==> config.mk <==
export PLATFORM = sky130hd
export DESIGN_NAME = regfile_wb_arbiter_flat
export DESIGN_NICKNAME = d
export VERILOG_FILES = /design/src/rtl/regfile_wb_arbiter_if.sv /design/src/rtl/regfile_wb_arbiter.sv /design/src/flat_wrapper.sv
export SDC_FILE = /design/constraint.sdc
export NUM_CORES = 1
export LEC_CHECK = 0
export ABC_AREA = 1
export CELL_PAD_IN_SITES_DETAIL_PLACEMENT = 1
export CELL_PAD_IN_SITES_GLOBAL_PLACEMENT = 1
export CORE_ASPECT_RATIO = 1.4
export CORE_MARGIN = 2
export CORE_UTILIZATION = 30
export CTS_CLUSTER_SIZE = 25
export DETAILED_ROUTE_END_ITERATION = 8
export GPL_TIMING_DRIVEN = 0
export HOLD_SLACK_MARGIN = 0.06
export PLACE_DENSITY_LB_ADDON = 0.12
export SLEW_MARGIN = 20
export SYNTH_ARGS = -nofsm -noshare
export SYNTH_HDL_FRONTEND = slang
export SYNTH_SLANG_ARGS = --single-unit
==> constraint.sdc <==
create_clock -name clk -period 2.9 [get_ports clk]
set_clock_uncertainty 0.15 [all_clocks]
set_input_delay 0.87 -clock clk [delete_from_list [all_inputs] [get_ports clk]]
set_output_delay 0.87 -clock clk [all_outputs]
set_load 0.02 [all_outputs]
==> src/rtl/regfile_wb_arbiter_if.sv <==
// Bundle of the regfile write-back arbiter signals: execute/slow-unit results in,
// regfile write port and decode busy status out.
interface regfile_wb_arbiter_if #(
  parameter int XLEN  = 32,
  parameter int DEPTH = 4
);
  localparam int CW = $clog2(DEPTH + 1);

  // Handshake: fast_valid has no ready and is always taken; a slow result transfers
  // on a cycle where slow_valid && slow_ready, and slow_valid/dest/data must hold
  // until that cycle. rf_load is a one-cycle strobe with no back-pressure.
  logic            fast_valid;
  logic [4:0]      fast_dest;
  logic [XLEN-1:0] fast_data;
  logic            slow_valid;
  logic            slow_ready;
  logic [4:0]      slow_dest;
  logic [XLEN-1:0] slow_data;
  logic            rf_load;
  logic [4:0]      rf_dest;
  logic [XLEN-1:0] rf_in;
  logic [4:0]      query_a;
  logic [4:0]      query_b;
  logic            busy_a;
  logic            busy_b;
  logic [CW-1:0]   count;

  modport master (
    output fast_valid, fast_dest, fast_data, slow_valid, slow_dest, slow_data,
    output query_a, query_b,
    input  slow_ready, rf_load, rf_dest, rf_in, busy_a, busy_b, count
  );

  modport slave (
    input  fast_valid, fast_dest, fast_data, slow_valid, slow_dest, slow_data,
    input  query_a, query_b,
    output slow_ready, rf_load, rf_dest, rf_in, busy_a, busy_b, count
  );
endinterface

==> src/rtl/regfile_wb_arbiter.sv <==
// Regfile write-port arbiter: fast execute results win, slow results drain from a FIFO.
// Optional WAW squash of buffered entries by younger fast writes: WB_WAW_SQUASH_EN.
module regfile_wb_arbiter #(
  parameter int XLEN  = 32,
  parameter int DEPTH = 4
) (
  input logic                 clk,
  input logic                 rst_n,
  regfile_wb_arbiter_if.slave wb
);
  localparam int PW = $clog2(DEPTH);
  localparam int CW = $clog2(DEPTH + 1);

  logic [4:0]       dest_q [DEPTH];
  logic [XLEN-1:0]  data_q [DEPTH];
  logic [DEPTH-1:0] live_q, live_d, squash_mask;
  logic [PW-1:0]    head_q, head_d, tail_q, tail_d;
  logic [CW-1:0]    count_q, count_d;
  logic             rf_load_q, rf_load_d;
  logic [4:0]       rf_dest_q, rf_dest_d;
  logic [XLEN-1:0]  rf_in_q, rf_in_d;
  logic             fast_sel, push, pop, push_live;

  assign wb.slow_ready = rst_n && (count_q != CW'(DEPTH));
  assign fast_sel      = wb.fast_valid && (wb.fast_dest != 5'd0);
  assign push          = wb.slow_valid && wb.slow_ready && (wb.slow_dest != 5'd0);
  assign pop           = !fast_sel && (count_q != '0);

`ifdef WB_WAW_SQUASH_EN
  // The fast result is the youngest write, so older buffered writes to that reg are dead.
  always_comb begin
    squash_mask = '0;
    for (int i = 0; i < DEPTH; i++) begin
      if (fast_sel && (dest_q[i] == wb.fast_dest)) squash_mask[i] = 1'b1;
    end
  end
  assign push_live = !(fast_sel && (wb.slow_dest == wb.fast_dest));
`else
  assign squash_mask = '0;
  assign push_live   = 1'b1;
`endif

  always_comb begin
    live_d  = live_q & ~squash_mask;
    head_d  = head_q;
    tail_d  = tail_q;
    count_d = count_q;
    if (pop) begin
      live_d[head_q] = 1'b0;
      head_d         = head_q + 1'b1;
    end
    if (push) begin
      live_d[tail_q] = push_live;
      tail_d         = tail_q + 1'b1;
    end
    if (push && !pop)      count_d = count_q + CW'(1);
    else if (pop && !push) count_d = count_q - CW'(1);
  end

  // rf_dest/rf_in hold their last value whenever no write is issued.
  always_comb begin
    rf_load_d = 1'b0;
    rf_dest_d = rf_dest_q;
    rf_in_d   = rf_in_q;
    if (fast_sel) begin
      rf_load_d = 1'b1;
      rf_dest_d = wb.fast_dest;
      rf_in_d   = wb.fast_data;
    end else if (pop && live_q[head_q]) begin
      rf_load_d = 1'b1;
      rf_dest_d = dest_q[head_q];
      rf_in_d   = data_q[head_q];
    end
  end

  always_ff @(posedge clk or negedge rst_n) begin
    if (!rst_n) begin
      live_q    <= '0;
      head_q    <= '0;
      tail_q    <= '0;
      count_q   <= '0;
      rf_load_q <= 1'b0;
      rf_dest_q <= 5'd0;
      rf_in_q   <= '0;
      for (int i = 0; i < DEPTH; i++) begin
        dest_q[i] <= 5'd0;
        data_q[i] <= '0;
      end
    end else begin
      live_q    <= live_d;
      head_q    <= head_d;
      tail_q    <= tail_d;
      count_q   <= count_d;
      rf_load_q <= rf_load_d;
      rf_dest_q <= rf_dest_d;
      rf_in_q   <= rf_in_d;
      if (push) begin
        dest_q[tail_q] <= wb.slow_dest;
        data_q[tail_q] <= wb.slow_data;
      end
    end
  end

  // Popped entries lose their live bit, so the write sitting in rf_* never reads as busy.
  always_comb begin
    wb.busy_a = 1'b0;
    wb.busy_b = 1'b0;
    for (int i = 0; i < DEPTH; i++) begin
      if (live_q[i] && (dest_q[i] == wb.query_a)) wb.busy_a = 1'b1;
      if (live_q[i] && (dest_q[i] == wb.query_b)) wb.busy_b = 1'b1;
    end
    if (wb.query_a == 5'd0) wb.busy_a = 1'b0;
    if (wb.query_b == 5'd0) wb.busy_b = 1'b0;
  end

  assign wb.rf_load = rf_load_q;
  assign wb.rf_dest = rf_dest_q;
  assign wb.rf_in   = rf_in_q;
  assign wb.count   = count_q;
endmodule

==> src/flat_wrapper.sv <==
// flat-port wrapper written by rule: the top's interface ports become plain ports
module regfile_wb_arbiter_flat 
#(
  parameter int XLEN  = 32,
  parameter int DEPTH = 4
)
  (clk, rst_n, wb_fast_valid, wb_fast_dest, wb_fast_data, wb_slow_valid, wb_slow_dest, wb_slow_data, wb_query_a, wb_query_b, wb_slow_ready, wb_rf_load, wb_rf_dest, wb_rf_in, wb_busy_a, wb_busy_b, wb_count);
  regfile_wb_arbiter_if #(.XLEN(XLEN), .DEPTH(DEPTH)) wb_i ();
  input logic clk;
  input logic rst_n;
  input wire logic [$bits(wb_i.fast_valid)-1:0] wb_fast_valid;
  input wire logic [$bits(wb_i.fast_dest)-1:0] wb_fast_dest;
  input wire logic [$bits(wb_i.fast_data)-1:0] wb_fast_data;
  input wire logic [$bits(wb_i.slow_valid)-1:0] wb_slow_valid;
  input wire logic [$bits(wb_i.slow_dest)-1:0] wb_slow_dest;
  input wire logic [$bits(wb_i.slow_data)-1:0] wb_slow_data;
  input wire logic [$bits(wb_i.query_a)-1:0] wb_query_a;
  input wire logic [$bits(wb_i.query_b)-1:0] wb_query_b;
  output wire logic [$bits(wb_i.slow_ready)-1:0] wb_slow_ready;
  output wire logic [$bits(wb_i.rf_load)-1:0] wb_rf_load;
  output wire logic [$bits(wb_i.rf_dest)-1:0] wb_rf_dest;
  output wire logic [$bits(wb_i.rf_in)-1:0] wb_rf_in;
  output wire logic [$bits(wb_i.busy_a)-1:0] wb_busy_a;
  output wire logic [$bits(wb_i.busy_b)-1:0] wb_busy_b;
  output wire logic [$bits(wb_i.count)-1:0] wb_count;
  assign wb_i.fast_valid = wb_fast_valid;
  assign wb_i.fast_dest = wb_fast_dest;
  assign wb_i.fast_data = wb_fast_data;
  assign wb_i.slow_valid = wb_slow_valid;
  assign wb_i.slow_dest = wb_slow_dest;
  assign wb_i.slow_data = wb_slow_data;
  assign wb_i.query_a = wb_query_a;
  assign wb_i.query_b = wb_query_b;
  assign wb_slow_ready = wb_i.slow_ready;
  assign wb_rf_load = wb_i.rf_load;
  assign wb_rf_dest = wb_i.rf_dest;
  assign wb_rf_in = wb_i.rf_in;
  assign wb_busy_a = wb_i.busy_a;
  assign wb_busy_b = wb_i.busy_b;
  assign wb_count = wb_i.count;
  regfile_wb_arbiter #(.XLEN(XLEN), .DEPTH(DEPTH)) u_core (.clk(clk), .rst_n(rst_n), .wb(wb_i));
endmodule
# Word-level counts from Yosys, hierarchy flattened
# Index checks and enable logic that the tools add are counted.
[op_classes]
magnitude_cmp = 7
n_addsub = 4
n_mux = 38
div = 0
shift = 0
n_eq_ne = 9
n_bitwise = 5
multipliers = 0
n_reduce_logical = 29
[ops]
columns = ["cell", "n"]
rows = [
  ["2-to-1 mux 32 bit", 5],
  ["bitwise mux 128 bit", 1],
  ["binary-select mux 32 bit (select 2 bit)", 1],
  ["demux 32 bit (select 2 bit)", 1],
  ["== test 5 bit", 8],
  ["2-to-1 mux 5 bit", 5],
  ["bitwise mux 20 bit", 1],
  ["logical AND 1 bit", 19],
  ["2-to-1 mux 1 bit", 15],
  ["binary-select mux 5 bit (select 2 bit)", 1],
  ["demux 5 bit (select 2 bit)", 1],
  ["zero test 5 bit", 2],
  ["nonzero test 5 bit", 2],
  ["2-to-1 mux 4 bit", 2],
  [">= comparator 3 bit (second input constant)", 2],
  ["less-than comparator 2 x 3 -> 1 bit (second input constant)", 2],
  ["2-to-1 mux 3 bit", 2],
  ["inverter 2 -> 3 bit", 2],
  ["adder 2 x 1 -> 2 bit (second input constant)", 2],
  ["AND 4 bit", 1],
  ["demux 1 bit (select 2 bit)", 2],
  [">= comparator 2 x 1 -> 1 bit (second input constant)", 2],
  ["inverter 4 bit", 1],
  ["bitwise OR 4 bit", 1],
  ["other kinds (8)", 11],
]
[word_totals]
romBits = 0
ram_bits = 0
in_bits = 88
register_bits = 197
memories = 0
wordCells = 107
latchBits = 0

# Longest topological paths before layout
# Gate-level depths: netlist of run 1.
[logic_depth]
depth_word = 9
depth_mapped = 11
mapped_depth_nobuf = 11

# Worst setup path after synthesis of run 1
# OpenSTA, ideal clock, no wires.
[synth_path]
path_type = "input to register"
startpoint = "input port rst_n"
endpoint = "register u_core.count_q[2] (netlist: u_core.wb.count[2])"
setup_ps = 79
stages = 11
arrival_time_ps = 2377
slack_ps = 294
required_time_ps = 2671
path_buffers = 0
cell_sequence = "inv_1 -> a31oi_4 -> nand3_1 -> inv_1 -> ha_1 -> inv_1 -> fa_1 -> nor2_1 -> nor2_1 -> nand2_1 -> xor2_1"
[synth_between]
elab_chain_cells = 6
word_cells_on_any_way = 8
cone_classes = "1 x mux; 7 x reduce/logical"
[synth_rtl]
columns = ["element", "line_no", "rtl"]
rows = [
  ["start, declared", "flat_wrapper.sv:10", "input logic rst_n;"],
  ["logical AND 1 bit (*)", "regfile_wb_arbiter.sv:24", "assign wb.slow_ready = rst_n && (count_q != CW'(DEPTH));"],
  ["via wb_slow_ready", "flat_wrapper.sv:19", "output wire logic [$bits(wb_i.slow_ready)-1:0] wb_slow_ready;"],
  ["logical AND 1 bit (*) (2 in a row)", "regfile_wb_arbiter.sv:26", "assign push = wb.slow_valid && wb.slow_ready && (wb.slow_dest != 5'd0);"],
  ["via u_core.push", "regfile_wb_arbiter.sv:22", "logic fast_sel, push, pop, push_live;"],
  ["zero test 1 bit", "regfile_wb_arbiter.sv:57", "else if (pop && !push) count_d = count_q - CW'(1);"],
  ["logical AND 1 bit", "regfile_wb_arbiter.sv:57", ""],
  ["nonzero test 2 bit (no source line)", "n/a", ""],
  ["end signal, assigned", "regfile_wb_arbiter.sv:93", "count_q <= count_d;"],
  ["end, declared", "regfile_wb_arbiter.sv:18", "logic [CW-1:0] count_q, count_d;"],
]
# Mark *: on every way through the listed nets, which the timed path passes. The rest lies on a longest branch.
# A chain may end at the register's enable or synchronous reset.

# Final worst setup path of run 1
[layout_path]
startpoint = "input port rst_n"
endpoint = "output port wb_slow_ready"
[layout_between]
elab_chain_cells = 1
[layout_rtl]
columns = ["element", "line_no"]
rows = [
  ["logical AND 1 bit", "regfile_wb_arbiter.sv:24"],
  ["end, declared", "flat_wrapper.sv:19"],
]
# Every way passes these cells.

==> flow_summary.yaml, run 1 <==
route:
  drtPass1Iterations: 4
  drtIter0Drc: 400
  drtAntennaViolNets: 0
  wl_per_cell_um: 18.1
  drc: 0
  num_vias: 8980
  drt_wl_total_um: 34500
  viasPerCell: 4.72
cts:
  clock-root-buffer: "clkbuf_16"
  clk_latency_ns: 0.46
  clk_pin_slew_ns: 0.07
  cts_buffers: 17
  cts_tree: "done"
  cts_max_level: 4
  clock-sinks: 197
  clockBufferDepth: 2
  cts_hold_buf: 0
placed_design:
  place_congestion: 0.802
  postPlaceCellArea_um2: 11700
  dp_cells: 1867
  dp_hpwl_um: 24200
  port_buffers: 131
  place_ws_ns: -1.09
logic_synthesis:
  yosys_register_bits: 197
  syn-num-nets: 1392
  yosysMostFrequentCell: "nand2_1"
  ys_seq_area_share_pct: 50.3
  syn_inst: 1294
  synth_top_area_cell: "dfrtp_1"
  async_flop_share_pct: 100
  yosys_most_used_dff: "dfrtp_1"
  syn_area_per_cell_um2: 7.57
  synth_cell_types: 24
  synth_edf_count: 0
  yosysWarningCount: 0
  netlist_area_um2: 9800
  synth_common_cells: "nand2_1, dfrtp_1, o21ai_0"
  synth_area_leaders: "dfrtp_1, nand2_1, o21ai_0"
  synth_top_area_share_pct: 50.3
setup_path:
  crit_arrival_ns: 1.80
  crit_required_ns: 1.88
  cp_slowest_stage_delay_ns: 0.36
  crit_type: "in2out"
  crit_path_end_kind: "output pin"
  cp_max_fo: 22
  worstSetupStartpointType: "primary input"
  crit_path_cell_trace: "buf_8 -> inv_1 -> a31oi_4 -> clkdlybuf4s15_1"
  r2r_slack_ns: 0.60
  slowest_stage: "clkdlybuf4s15_1"
sta:
  setup_tns_ns: 0
  timing.final.ws_setup_ns: 0.0756
  fin_crit_sh_pct: 97.4
  slew_viol_final: 0
  holdWs_ns: 0.0895
  clock.fmax_mhz: 354
  slew_headroom_pct: 51.9
  post-route-min-period_ns: 2.82
  final_hold_viol_count: 0
  final-setup-viol-count: 0
  tightestPinTransition_ns: 0.721
pwr:
  p_int_w: 0.00771
  vdd_ir_drop_max_v: 0.000471
  swShare_pct: 41.8
  clkPwrFrac_pct: 19.7
  p_comb_share_pct: 42.8
  p_switching_w: 0.00554
  seq_power_share_pct: 37.4
  leakagePower_nw: 6.14
  power.density_nw_per_um2: 1070
die:
  die_x_um: 157
  io-pin-count: 132
  die_area_um2: 34200
  rows: 78
  die_h_um: 218
  initial_core_util_pct: 30.3
  coreArea_um2: 32300
job:
  cap_viol_max_count: 0
hold_path:
  worst_hold_path_type: "in2async"
cells_and_area:
  diodes: 0
  final_area_um2: 12400
  synthToLayoutAreaGrowth_pct: 26.3
  fin_nets: 1546
  fin_cells: 1901
  drive_gt1_share_pct: 8.42
global_route:
  gr-total-overflow: 0
  first_global_vias: 9523
  antenna_found_initial: 0
  grt_pass1_wl_um: 54400
  grt_start_max_net_pins: 92
  grt_util_all_layers_pct: 21.1
run_status:
  status: "finished, final reports clean"
==> layer usage <==
| layer | GRT usage, % | wire, um | up-vias |
|---|---|---|---|
| met5 | 0 | 0 | - |
| met3 | 2.72 | 869 | 35 |
| li1 | - | - | 4393 |
| met4 | 6.61 | 649 | 0 |
| met2 | 37.3 | 17800 | 140 |
| met1 | 26.6 | 15200 | 4412 |
==> power groups by stage <==
stage / registers, W / clock network, W / logic, W
global route: 0.00513 / 0.00275 / 0.00651
CTS: 0.00496 / 0.00266 / 0.00577
floorplan: 0.00508 / 0 / 0.00326
finish: 0.00496 / 0.00262 / 0.00568
detailed placement: 0.00500 / 0 / 0.00572
global placement: 0.00496 / 0 / 0.00558
==> final cells by class <==
class / count / area (um2)
Clock buffer: 24 / 482
Inverter: 143 / 544
Tap cell: 440 / 551
Sequential cell: 197 / 4930
Clock inverter: 8 / 146
Multi-Input combinational cell: 884 / 4000
Timing Repair Buffer: 135 / 1350
Fill cell: 3952 / 19900
Buffer: 70 / 383
==> cell usage in the layout, fill, tap and decap left out, types with 2 or more instances in the layout <==
cell type | synthesis | layout
clkbuf_16 | 0 | 17
ha_1 | 9 | 9
inv_4 | 1 | 3
nor2_2 | 0 | 6
nor2_1 | 41 | 34
clkbuf_4 | 0 | 2
buf_2 | 32 | 36
a21oi_1 | 77 | 77
clkinv_2 | 0 | 2
xor2_1 | 3 | 3
dfrtp_1 | 197 | 197
nand2_1 | 460 | 457
nand3_1 | 56 | 54
buf_16 | 0 | 2
clkbuf_1 | 22 | 26
buf_4 | 7 | 14
bufinv_16 | 0 | 4
nand4_2 | 5 | 5
nand3_2 | 0 | 2
o21ai_0 | 196 | 193
nor3_1 | 3 | 3
nand2_2 | 1 | 3
inv_2 | 3 | 9
inv_1 | 139 | 131
o21ai_1 | 30 | 33
clkbuf_8 | 0 | 3
clkdlybuf4s50_1 | 0 | 117
buf_6 | 7 | 8
==> metrics by stage <==
step                      power, W  util, %
after CTS                   0.0134     38.2
after floorplan            0.00835        -
after global placement      0.0105     36.1
after global routing        0.0144     38.3
after detailed placement    0.0107     36.3
final                       0.0133     38.3
==> timing repair <==
action / CTS / global route
endpoints found under the hold margin: 0 / 0
buffers inserted: 0 / 2
gates resized for setup: 58 / 34
pin swaps: 1 / 8
setup endpoints to repair: 25 / 8
==> cell families after synthesis <==
family	count (synthesis)	synth area share, %
flops	197	50.3
simple gates	566	22.9
xor+xnor	4	0.357
fa+ha+maj	10	1.35
compound gates	304	15.7
buf+inv	213	9.41
==> worst max-delay path, delay by kind of cell <==
family | cells | cell delay (ns)
buffers and inverters | 3 | 0.64
AO/OA/AOI/OAI | 1 | 0.28
==> final timing paths <==
check,startpoint,to,cells past startpoint
setup / recovery,rst_n,wb_slow_ready,4
hold / removal,rst_n,u_core.wb.rf_in[23],1
setup reg to reg,u_core.wb.count[0],u_core.wb.count[2],11
hold reg to reg,u_core.wb.rf_dest[1],u_core.wb.rf_dest[1],2
max in group asynchronous,rst_n,u_core.data_q[99],3
min in group clk,u_core.wb.rf_dest[1],u_core.wb.rf_dest[1],2
==> flip-flops by register name, indices dropped and copies added, names as in the netlist <==
name,cells
u_core.dest_q,20
u_core.wb.rf_load,1
u_core.tail_q,2
u_core.data_q,128
u_core.wb.rf_dest,5
u_core.live_q,4
u_core.wb.count,3
u_core.wb.rf_in,32
u_core.head_q,2
(Power assumes the default switching activity.)
==> run 2, diff against run 1 <==
- SKIP_LAST_GASP: not set -> 1
==> run 2 against run 1 <==
Count of clock-buffer cells in the layout is the same. Worst setup slack better by 0.0044 ns. Fmax grew 0.16%. Die area unchanged. Core utilization hardly changed. Power is essentially flat. Global-route usage about the same. Final cell count unchanged. Combinational power barely moved. Largest power group unchanged. Worst hold slack lost 0.0020 ns. First-iteration DRC count increased by 1.0%. Via count is 0.11% higher.
==> flow_summary.yaml, run 2 (synthesis gave the netlist of run 1 again) <==
cts:
  cts_hold_buf: 0
  clk_pin_slew_ns: 0.07
  clk_latency_ns: 0.46
  cts_buffers: 17
  cts_tree: "done"
  clock-root-buffer: "clkbuf_16"
  clockBufferDepth: 2
  cts_max_level: 4
  clock-sinks: 197
global_route:
  grt_start_max_net_pins: 92
  first_global_vias: 9523
  antenna_found_initial: 0
  grt_pass1_wl_um: 54400
  grt_util_all_layers_pct: 21.1
  gr-total-overflow: 0
setup_path:
  worstSetupStartpointType: "primary input"
  crit_required_ns: 1.88
  crit_type: "in2out"
  crit_arrival_ns: 1.80
  r2r_slack_ns: 0.61
  r2r_end: "u_core.wb.count[2]"
  r2r_cells: 11
  crit_path_end_kind: "output pin"
  cp_max_fo: 22
  reg2reg_from: "u_core.wb.count[0]"
sta:
  post-route-min-period_ns: 2.82
  fin_crit_sh_pct: 97.2
  tightestPinTransition_ns: 0.723
  final_hold_viol_count: 0
  clock.fmax_mhz: 355
  rsz0062_at_grt: "yes"
  final-setup-viol-count: 0
  slew_viol_final: 0
  slew_headroom_pct: 51.8
  holdWs_ns: 0.0875
route:
  drt_wl_total_um: 34500
  drc: 0
  num_vias: 8990
  viasPerCell: 4.73
  drtAntennaViolNets: 0
  drtIter0Drc: 404
  wl_per_cell_um: 18.2
  drtPass1Iterations: 4
die:
  io-pin-count: 132
  die_x_um: 157
  die_h_um: 218
  coreArea_um2: 32300
  initial_core_util_pct: 30.3
  rows: 78
  die_area_um2: 34200
cells_and_area:
  layout_commonest_cell: "nand2_1"
  final_area_um2: 12400
  largest_register_ffs: 128
  fin_nets: 1546
  synthToLayoutAreaGrowth_pct: 26.3
  final_cell_mix: "nand2_1, dfrtp_1, o21ai_0"
  diodes: 0
  regMostFlops: "u_core.data_q"
  fill_cells: 3951
  drive_gt1_share_pct: 8.49
placed_design:
  port_buffers: 131
  postPlaceCellArea_um2: 11700
  dp_hpwl_um: 24200
  place_congestion: 0.802
pwr:
  leakagePower_nw: 6.14
  power.density_nw_per_um2: 1070
  power.total_w: 0.0133
  vdd_ir_drop_max_v: 0.000471
run_status:
  status: "finished, final reports clean"
hold_path:
  worst_hold_path_type: "in2async"
job:
  cap_viol_max_count: 0
## run 2: repair_timing
| item | in CTS | in global routing |
|---|---|---|
| resized for setup | 42 | 46 |
| endpoints found under the setup margin | 25 | 8 |
| setup buffers | 0 | 2 |
| pin swaps | 0 | 8 |
## run 2: how the worst max path moves through the flow
stage	depth (start not counted)	end	slack [ns]	startpoint
detailed placement	10	wb_busy_a	-1.09	wb_query_a[1]
global route	10	wb_busy_a	-0.003	wb_query_a[4]
finish	4	wb_slow_ready	0.08	rst_n
global placement	4	wb_slow_ready	-8.62	rst_n
floorplan	11	u_core.wb.count[2]	0.29	rst_n
CTS	10	wb_busy_a	-0.26	wb_query_a[4]
## run 2: area by class of cell
type / instances / area, um2 / area share [%]
sequential: 197 / 4930 / 39.8
multi-input combinational: 884 / 4000 / 32.3
timing repair buffer: 135 / 1350 / 10.9
tap: 440 / 551 / 4.45
inverter: 143 / 544 / 4.40
clock buffer: 24 / 482 / 3.89
buffer: 70 / 383 / 3.09
clock inverter: 8 / 146 / 1.18
## run 2: power by group
group          switching (W)  internal [W]  total, W
registers           0.000887       0.00407   0.00496
clock network        0.00111       0.00151   0.00262
logic                0.00356       0.00213   0.00569
## run 2: routing by layer
| layer | track usage [%] | vias to the layer above | part of all wire [%] |
|---|---|---|---|
| li1 | - | 4391 | - |
| met1 | 26.6 | 4419 | 45 |
| met2 | 37.3 | 139 | 51 |
| met3 | 2.72 | 41 | 2.2 |
| met4 | 6.61 | 0 | 2.1 |
| met5 | 0 | - | 0 |
## run 2: through the flow
step	setup TNS (ns)	cells	setup WS [ns]	utilization [%]
finish	0	1901	0.0800	38.3
global route	-0.00281	1901	-0.00281	38.3
CTS	-0.311	1899	-0.259	38.2
detailed placement	-36.77	1867	-1.09	36.3
global placement	-2905.05	1865	-8.62	36.1
floorplan	0	1294	0.294	-
## run 2: critical path: stages
cell and delay, ns:
buf_8 0.18, inv_1 0.10, a31oi_4 0.28, clkdlybuf4s15_1 0.36
==> run 3, diff against run 2 <==
- CTS_CLUSTER_SIZE: 25 -> 12
- clock period: 2.9 -> 2.76 ns (I/O delays scaled with it)
==> run 3 against run 2 <==
Critical path depth increased by 6. Final cell count increased by 0.32%. Global-route usage increased by 0.067 points. First-iteration DRC count decreased by 2.2%. Via count increased by 0.18%. Core utilization increased by 0.41 points. Clock power increased by 5%. Worst hold slack improved by 0.14 ns. Worst setup slack got worse by 0.040 ns. Wire length increased by 0.56%. Combinational power increased by 6.5%. Sequential share of layout area decreased by 0.34 points. Critical path type unchanged. Critical endpoint is now wb_busy_a. Largest cell class unchanged.
==> flow_summary.yaml, run 3 (synthesis gave the netlist of run 1 again) <==
sta:
  setup_tns_ns: 0
  rsz0062_at_grt: "yes"
  slew_headroom_pct: 35.6
  fin_crit_sh_pct: 98.6
  slew_viol_final: 0
  tightestPinTransition_ns: 0.963
  timing.final.ws_setup_ns: 0.0397
  clock.fmax_mhz: 368
  final-setup-viol-count: 0
  post-route-min-period_ns: 2.72
  final_hold_viol_count: 0
placed_design:
  place_congestion: 0.802
  dp_hpwl_um: 24200
  place_ws_ns: -1.15
  port_buffers: 131
setup_path:
  crit_path_end_kind: "output pin"
  crit_arrival_ns: 1.74
  worstSetupStartpointType: "primary input"
  crit_type: "in2out"
  crit_required_ns: 1.78
  cp_max_fo: 6
cts:
  clk_latency_ns: 0.46
  clk_pin_slew_ns: 0.07
  clock-root-buffer: "clkbuf_16"
  cts_buffers: 17
  clock-sinks: 197
  clockBufferDepth: 2
  cts_tree: "done"
  cts_max_level: 4
die:
  die_h_um: 218
  rows: 78
  coreArea_um2: 32300
  initial_core_util_pct: 30.3
  die_x_um: 157
  die_area_um2: 34200
  io-pin-count: 132
route:
  drtPass1Iterations: 4
  highest_layer: "met4"
  dr_wl_met2_um: 17700
  viasPerCell: 4.72
  wl_met3_um: 705
  wl_met1_um: 15500
  drtIter0Drc: 395
  drtAntennaViolNets: 0
  num_vias: 9006
  drc: 0
  drt_wl_total_um: 34700
  wl_per_cell_um: 18.2
cells_and_area:
  fill_cells: 3949
  seqCellArea_um2: 4940
  final_cell_mix: "nand2_1, o21ai_0, dfrtp_1"
  fin_nets: 1552
  drive_gt1_share_pct: 10.4
  regMostFlops: "u_core.data_q"
  diodes: 0
  largest_register_ffs: 128
  layout_commonest_cell: "nand2_1"
  multi_input_area_um2: 4040
  synthToLayoutAreaGrowth_pct: 27.7
run_status:
  status: "finished, final reports clean"
global_route:
  grt_pass1_wl_um: 54600
  grt_start_max_net_pins: 92
  gr-total-overflow: 0
  antenna_found_initial: 0
  first_global_vias: 9533
  grt_util_all_layers_pct: 21.2
job:
  cap_viol_max_count: 0
pwr:
  leakagePower_nw: 6.17
  power.density_nw_per_um2: 1120
  vdd_ir_drop_max_v: 0.000495
hold_path:
  worst_hold_path_type: "in2async"
==> run 3: path summary, 6_finish.rpt <==
kind | slack, ns | cells after the start | end | start
worst max-delay path | 0.04 | 10 | wb_busy_a | wb_query_a[1]
worst min-delay path | 0.23 | 2 | u_core.wb.rf_in[28] | rst_n
worst max register to register | 0.46 | 11 | u_core.wb.count[2] | u_core.wb.count[0]
worst min register to register | 0.33 | 2 | u_core.wb.rf_dest[2] | u_core.wb.rf_dest[2]
max in group asynchronous | 0.86 | 2 | u_core.dest_q[1] | rst_n
min in group clk | 0.33 | 2 | u_core.wb.rf_dest[2] | u_core.wb.rf_dest[2]
==> run 3: layout make-up <==
cell class / count / area share (%)
buffer: 70 / 3.06
clock buffer: 24 / 3.85
clock inverter: 8 / 1.17
inverter: 143 / 4.43
multi-input combinational: 884 / 32.3
sequential: 197 / 39.5
tap: 440 / 4.40
timing repair buffer: 141 / 11.4
==> run 3: through the flow <==
step           hold WS (ns)  utilization (%)  cells  area, um2  power [W]
2_1_floorplan         0.303                -   1294       9800    0.00877
3_3_place_gp          0.315             36.1   1865      11700     0.0111
3_5_place_dp          0.316             36.3   1867      11700     0.0113
4_1_cts               0.265             38.3   1900      12400     0.0141
5_1_grt               0.265             38.7   1907      12500     0.0152
6_report              0.230             38.7   1907      12500     0.0141
==> run 3: per-layer routing <==
layer / vias up / GRT usage, %
met4: 0 / 6.61
met1: 4423 / 26.8
met3: 39 / 2.70
met2: 132 / 37.3
met5: - / 0
li1: 4412 / -
==> run 3: critical path, stage by stage <==
cell and delay, ns:
buf_6 0.11, inv_2 0.06, nand2_1 0.06, nand2_1 0.09, nor2_4 0.17, nand3_2 0.10, nand2_1 0.07, nor2_1 0.04
nor2_1 0.08, buf_4 0.15
==> run 3: power by group <==
group | total [W] | internal, W | switching, W | leakage (nW)
registers | 0.00523 | 0.00429 | 0.000943 | 2.45
clock network | 0.00275 | 0.00159 | 0.00116 | 0.304
logic | 0.00606 | 0.00230 | 0.00377 | 3.42
total | 0.0141 | 0.00818 | 0.00587 | 6.17
==> run 3: what timing repair did <==
action | in CTS | in global routing
pin swaps | 2 | 20
buffers inserted | 0 | 7
endpoints found under the setup margin | 27 | 8
hold buffers | 1 | 0
resized for setup | 66 | 65
hold endpoints to repair | 20 | 0
gates cloned | 0 | 0
